## src/rtl/regfile_wb_arbiter.sv

```systemverilog
// Shares the register file write port between pipeline writeback and late load returns,
// and keeps a scoreboard of registers with loads in flight. Optional stats: WB_ARB_STATS_EN.
module regfile_wb_arbiter #(
    parameter int unsigned ADDR_WIDTH = 5,
    parameter int unsigned DATA_WIDTH = 32,
    parameter int unsigned MAX_WAIT   = 4
) (
    input  logic                  clk,
    input  logic                  rst,
    input  logic                  pl_valid,
    input  logic [ADDR_WIDTH-1:0] pl_rd,
    input  logic [DATA_WIDTH-1:0] pl_data,
    output logic                  pl_ready,
    input  logic                  ld_issue,
    input  logic [ADDR_WIDTH-1:0] ld_issue_rd,
    input  logic                  ld_valid,
    input  logic [ADDR_WIDTH-1:0] ld_rd,
    input  logic [DATA_WIDTH-1:0] ld_data,
    output logic                  ld_ready,
    input  logic [ADDR_WIDTH-1:0] chk_rs1,
    input  logic [ADDR_WIDTH-1:0] chk_rs2,
    input  logic [ADDR_WIDTH-1:0] chk_rd,
    output logic                  rs1_busy,
    output logic                  rs2_busy,
    output logic                  rd_busy,
`ifdef WB_ARB_STATS_EN
    output logic [31:0]           pl_grant_cnt,
    output logic [31:0]           ld_grant_cnt,
    output logic [15:0]           force_cnt,
`endif
    output logic                  we_out,
    output logic [ADDR_WIDTH-1:0] ad_out,
    output logic [DATA_WIDTH-1:0] wd_out
);

    localparam int unsigned NUM_REGS = 1 << ADDR_WIDTH;
    localparam int unsigned CNT_W    = 4;
    localparam logic [CNT_W-1:0] STARVE_LIMIT = CNT_W'(MAX_WAIT - 1);

    typedef enum logic {
        PL_PRIO  = 1'b0,
        LD_FORCE = 1'b1
    } state_t;

    state_t            state;
    state_t            state_nxt;
    logic [CNT_W-1:0]  starve_cnt;
    logic [CNT_W-1:0]  starve_nxt;
    logic              force_entry;
    logic              pl_grant;
    logic              ld_grant;
    logic [NUM_REGS-1:0] busy;
    logic [NUM_REGS-1:0] busy_nxt;

    // State register
    always_ff @(posedge clk or posedge rst) begin
        if (rst) begin
            state      <= PL_PRIO;
            starve_cnt <= '0;
        end else begin
            state      <= state_nxt;
            starve_cnt <= starve_nxt;
        end
    end

    // Next state, readies and starvation tracking; readies never look at ld_valid
    always_comb begin
        state_nxt   = state;
        starve_nxt  = starve_cnt;
        pl_ready    = 1'b0;
        ld_ready    = 1'b0;
        force_entry = 1'b0;
        case (state)
            PL_PRIO: begin
                pl_ready = 1'b1;
                ld_ready = !pl_valid;
                if (ld_valid && pl_valid) begin
                    starve_nxt = starve_cnt + CNT_W'(1);
                    if (starve_cnt == STARVE_LIMIT) begin
                        state_nxt   = LD_FORCE;
                        force_entry = 1'b1;
                    end
                end else begin
                    starve_nxt = '0;
                end
            end
            LD_FORCE: begin
                ld_ready = 1'b1;
                // ld_ready is 1 here, so this cycle ends in a load grant or with no load pending
                state_nxt  = PL_PRIO;
                starve_nxt = '0;
            end
            default: begin
                state_nxt  = PL_PRIO;
                starve_nxt = '0;
            end
        endcase
    end

    assign pl_grant = pl_valid && pl_ready;
    assign ld_grant = ld_valid && ld_ready;

    // Scoreboard update: a new issue beats a same-index return; x0 never busy
    always_comb begin
        busy_nxt = busy;
        if (ld_grant) begin
            busy_nxt[ld_rd] = 1'b0;
        end
        if (ld_issue && (ld_issue_rd != '0)) begin
            busy_nxt[ld_issue_rd] = 1'b1;
        end
        busy_nxt[0] = 1'b0;
    end

    always_ff @(posedge clk or posedge rst) begin
        if (rst) begin
            busy <= '0;
        end else begin
            busy <= busy_nxt;
        end
    end

    assign rs1_busy = busy[chk_rs1];
    assign rs2_busy = busy[chk_rs2];
    assign rd_busy  = busy[chk_rd];

    // Write port register; x0 grants complete the handshake but never write
    always_ff @(posedge clk or posedge rst) begin
        if (rst) begin
            we_out <= 1'b0;
            ad_out <= '0;
            wd_out <= '0;
        end else begin
            we_out <= (pl_grant && (pl_rd != '0)) || (ld_grant && (ld_rd != '0));
            if (pl_grant) begin
                ad_out <= pl_rd;
                wd_out <= pl_data;
            end else if (ld_grant) begin
                ad_out <= ld_rd;
                wd_out <= ld_data;
            end
        end
    end

`ifdef WB_ARB_STATS_EN
    // Saturating event counters
    always_ff @(posedge clk or posedge rst) begin
        if (rst) begin
            pl_grant_cnt <= '0;
            ld_grant_cnt <= '0;
            force_cnt    <= '0;
        end else begin
            if (pl_grant && (pl_grant_cnt != '1)) begin
                pl_grant_cnt <= pl_grant_cnt + 32'd1;
            end
            if (ld_grant && (ld_grant_cnt != '1)) begin
                ld_grant_cnt <= ld_grant_cnt + 32'd1;
            end
            if (force_entry && (force_cnt != '1)) begin
                force_cnt <= force_cnt + 16'd1;
            end
        end
    end
`endif

endmodule

```

## config.mk

```make
export PLATFORM = sky130hd
export DESIGN_NAME = regfile_wb_arbiter
export DESIGN_NICKNAME = d
export VERILOG_FILES = /design/src/rtl/regfile_wb_arbiter.sv
export SDC_FILE = /design/constraint.sdc
export NUM_CORES = 1
export LEC_CHECK = 0
export BUFFER_PORTS_ARGS = -buffer_cell sky130_fd_sc_hd__buf_2
export CAP_MARGIN = 0
export CORE_MARGIN = 2
export CORE_UTILIZATION = 51
export CTS_CLUSTER_DIAMETER = 80
export DETAILED_ROUTE_END_ITERATION = 8
export HOLD_SLACK_MARGIN = 0.02
export PLACE_DENSITY = 0.78
export SYNTH_ARGS = -nofsm -noshare
export SYNTH_HDL_FRONTEND = slang
export SYNTH_SLANG_ARGS = --single-unit
export TNS_END_PERCENT = 20
```

## constraint.sdc

```tcl
create_clock -name clk -period 2.1 [get_ports clk]
set_input_delay 0 -clock clk [delete_from_list [all_inputs] [get_ports clk]]
set_output_delay 0 -clock clk [all_outputs]
set_load 0.03 [all_outputs]
```

==> results.md <==
* Reg area at 0.00185 mm²
* Gpl congestion at 0.978
* Area delta synth->final at 40.8%
* Seq/Total Area, Yosys at between 40% and 50%
* CTS Root Cell: clkbuf_8
* Syn. warnings at 0
* Slowest cell delay on critical path at 590 ps
* Peak supply drop at 0.455 mV
* Resized Gates After CTS at 0
* Post-synthesis compound-gate area fraction at 15.8%
* Post-synthesis adder-cell area fraction at less than 1%
* # nets final at 739
* Row count at 33
* Fill cells at 490
* Largest net degree at the start of global routing at 43
* ANT nets after route at 0
* Via count of the first global-routing pass at 4619
* IO Port Bufs at 141
* FFs w/ async S/R, synth at 100%
* Nature of the critical path startpoint: input port
* Synth Cell Area at approximately 0.0042 mm²
* Final Hold Viols at 0
* Final WL at 15800 µm
* Power Density at 720 mW/mm²
* Netlist cell types at 35
* Critical Path Most Common Cell: dlygate4sd3_1
* Max Fclk at around 500 MHz
* Mux cell area share after synthesis at approximately a fifth
* Final Cell Area at 0.00594 mm²
* Vias at 4627
* Max-capacitance violation count at 0
* Worst path required time at about 2300 ps
* Routed WL per cell at 21.2 µm
* First-pass GRT wire length at 24200 µm
* Cells after Synth at 433
* Num CTS Buffers at 9
* Hold Crit Class: input port to flop
* Most frequent cell after synthesis: o21ai_0
* Dpl hpwl at slightly below 9000 µm
* Main combinational cell family by area after synthesis: multiplexers
* Multi-input logic area at roughly 0.0022 mm²
* Mapped Nets at 533
* Final setup fails at 0
* Clk Latency, worst-skew pair at around 360 ps
* Core area at 0.00813 mm²
* Layout cells sized above 1 at between 20 and 30%
* Mean area per synthesized cell at 9.74 µm²
* Critical path class: input port to flop
* Dpl cell area at 0.00497 mm²
* Synth Area in Simple Gates at 15.5%
* Die X at between 90 and 100 µm
* Worst-margin pin slew at ~530 ps
* Sum of negative setup slack at 0 ps
* Initial DRC count at 509
* Critical path endpoint category: flop
* Die Ht at around 95 µm
* Post-route DRC at 0
* Clk slew on worst S/H paths at 80 ps
* Tot GR Track Use at 36.3%
* Ranking of synthesized cells by area: dfrtp_1 44%, mux2i_1 15%, o21ai_0 11%, mux4_2 4.8%, nand2_1 4.4%
* Crit path time final at between 1500 and 2000 ps
* # diodes at 0
* CP cell instances: dlygate4sd3_1 -> buf_2 -> or4_1 -> dlygate4sd3_1 -> o21ai_0 -> nand2_1
* Post-synth top cells: 90 x o21ai_0, 74 x dfrtp_1, 64 x mux2i_1
* Total gr overflow at 0
* Total Die Area at 0.00902 mm²
* Util after Layout at 73.0%
* Total clock sinks at 74
* Clock Tree Buf Depth at 2
* Leak at 2.83 nW
* Via density at 6.18
* H-tree levels at 3
* Final setup margin at between 100 and 150 ps
* Pre-antenna DRT Iters at 8
* Crit path max fanout at 2
* Cell family with most CP delay: buffers and inverters
* Outcome: completed
* Top cell type's share of synthesized area at 43.9%
* Flops & latches, synth at 74
* Tot Pwr at 4.28 mW
* CTS tree: built
* Worst slack, placed at 590 ps
* CP Data Arrival Time at between 2000 and 2500 ps
* Post-synth EDFFs at 0
* Buf/Inv on CP at 3
* Area leader, netlist: dfrtp_1
* RSZ-0062 raised after global routing: no
* Initial Util at 51.9%
* Synth Area in XOR/XNOR at 0.415%
* Fin. max-slew vios at 0
* Max stage delay cell, worst path: dlygate4sd3_1
* Rel. slew slack at about 64%
* Final period util at 94.9%
* Main synth FF type: dfrtp_1
* Num ports at 142
* Initial antenna violation count at 0
* Max Clock Skew at 8.15 ps
## per-layer routing
| metal | track usage, % | vias to the layer above | share of wire, % |
|---|---|---|---|
| li1 | - | 1988 | - |
| met1 | 43.2 | 2171 | 37 |
| met2 | 60.0 | 376 | 48 |
| met3 | 9.02 | 92 | 9.5 |
| met4 | 20.9 | 0 | 6.0 |
| met5 | 0 | - | 0 |
## area by class of cell
| type | count | area share (%) |
|---|---|---|
| clock buffer | 12 | 2.61 |
| inverter | 9 | 0.653 |
| timing repair buffer | 223 | 25.4 |
| multi-input combinational | 322 | 37.1 |
| tap | 105 | 2.21 |
| clock inverter | 4 | 0.842 |
| sequential | 74 | 31.2 |
## cell usage in the layout, fill, tap and decap left out, types with 2 or more instances in the layout
cell and instances:
mux2i_1 64, nor2_1 14, o2111ai_1 3, nand4b_4 2, a22oi_1 6, nand3b_1 4, mux4_2 9, inv_1 7
buf_4 6, nand4_1 6, nand2b_1 8, nor2b_1 10, or3_1 2, or4_1 4, o211ai_1 3, dlygate4sd3_1 76
dfrtp_1 74, buf_2 141, a211oi_1 3, o41ai_1 2, a21oi_1 9, clkinvlp_4 2, clkbuf_8 11, nand2_1 49
a32o_1 2, nand3_1 22, o21ai_0 90
## registers in the layout, summed over array words and instances (netlist names)
name,flops
wd_out,32
busy,31
ad_out,5
starve_cnt,4
state,1
we_out,1
## stage by stage
step                      instances  hold slack (ps)
after floorplan                 433             95.7
after global placement          657              128
after detailed placement        657              120
after CTS                       749             25.9
after global routing            749             83.9
final                           749             52.6
## worst reg2reg max path: stages, from the launching register on
cell	delay, ps
dfrtp_1	440
nor2b_4	200
buf_4	360
o21ai_0	210
dlygate4sd3_1	630
## what timing repair did
| item | 4_1_cts | 5_1_grt |
|---|---|---|
| hold buffers | 76 | 0 |
| buffers inserted | 0 | 0 |
| endpoints found under the hold margin | 121 | 0 |
## cells by family after synthesis
| logic type | after synthesis |
|---|---|
| flip-flops | 74 |
| AO/OA/AOI/OAI | 120 |
| XOR/XNOR | 2 |
| adder cells (fa/ha/maj) | 1 |
| multiplexers | 73 |
| buffers and inverters | 37 |
| AND/OR/NAND/NOR | 126 |
## where the power goes
part	total [mW]	internal, mW	switching [mW]
logic	1.24	0.567	0.677
registers	1.87	1.64	0.230
clock network	1.17	0.612	0.554
## final timing paths
| check | from | slack (ps) | end | cells after the start |
|---|---|---|---|---|
| max in group asynchronous | rst | 1420 | busy[17]$_DFF_PP0_ | 4 |
| hold reg to reg | starve_cnt[3]$_DFF_PP0_ | 510 | state$_DFF_PP0_ | 1 |
| setup / recovery | pl_rd[2] | 110 | we_out$_DFF_PP0_ | 6 |
| hold / removal | ld_rd[3] | 50 | busy[19]$_DFF_PP0_ | 3 |
| min in group asynchronous | rst | 280 | wd_out[13]$_DFFE_PP0P_ | 4 |
| setup reg to reg | state$_DFF_PP0_ | 130 | wd_out[23]$_DFFE_PP0P_ | 4 |
No activity file was read; power rests on OpenSTA's default activity.
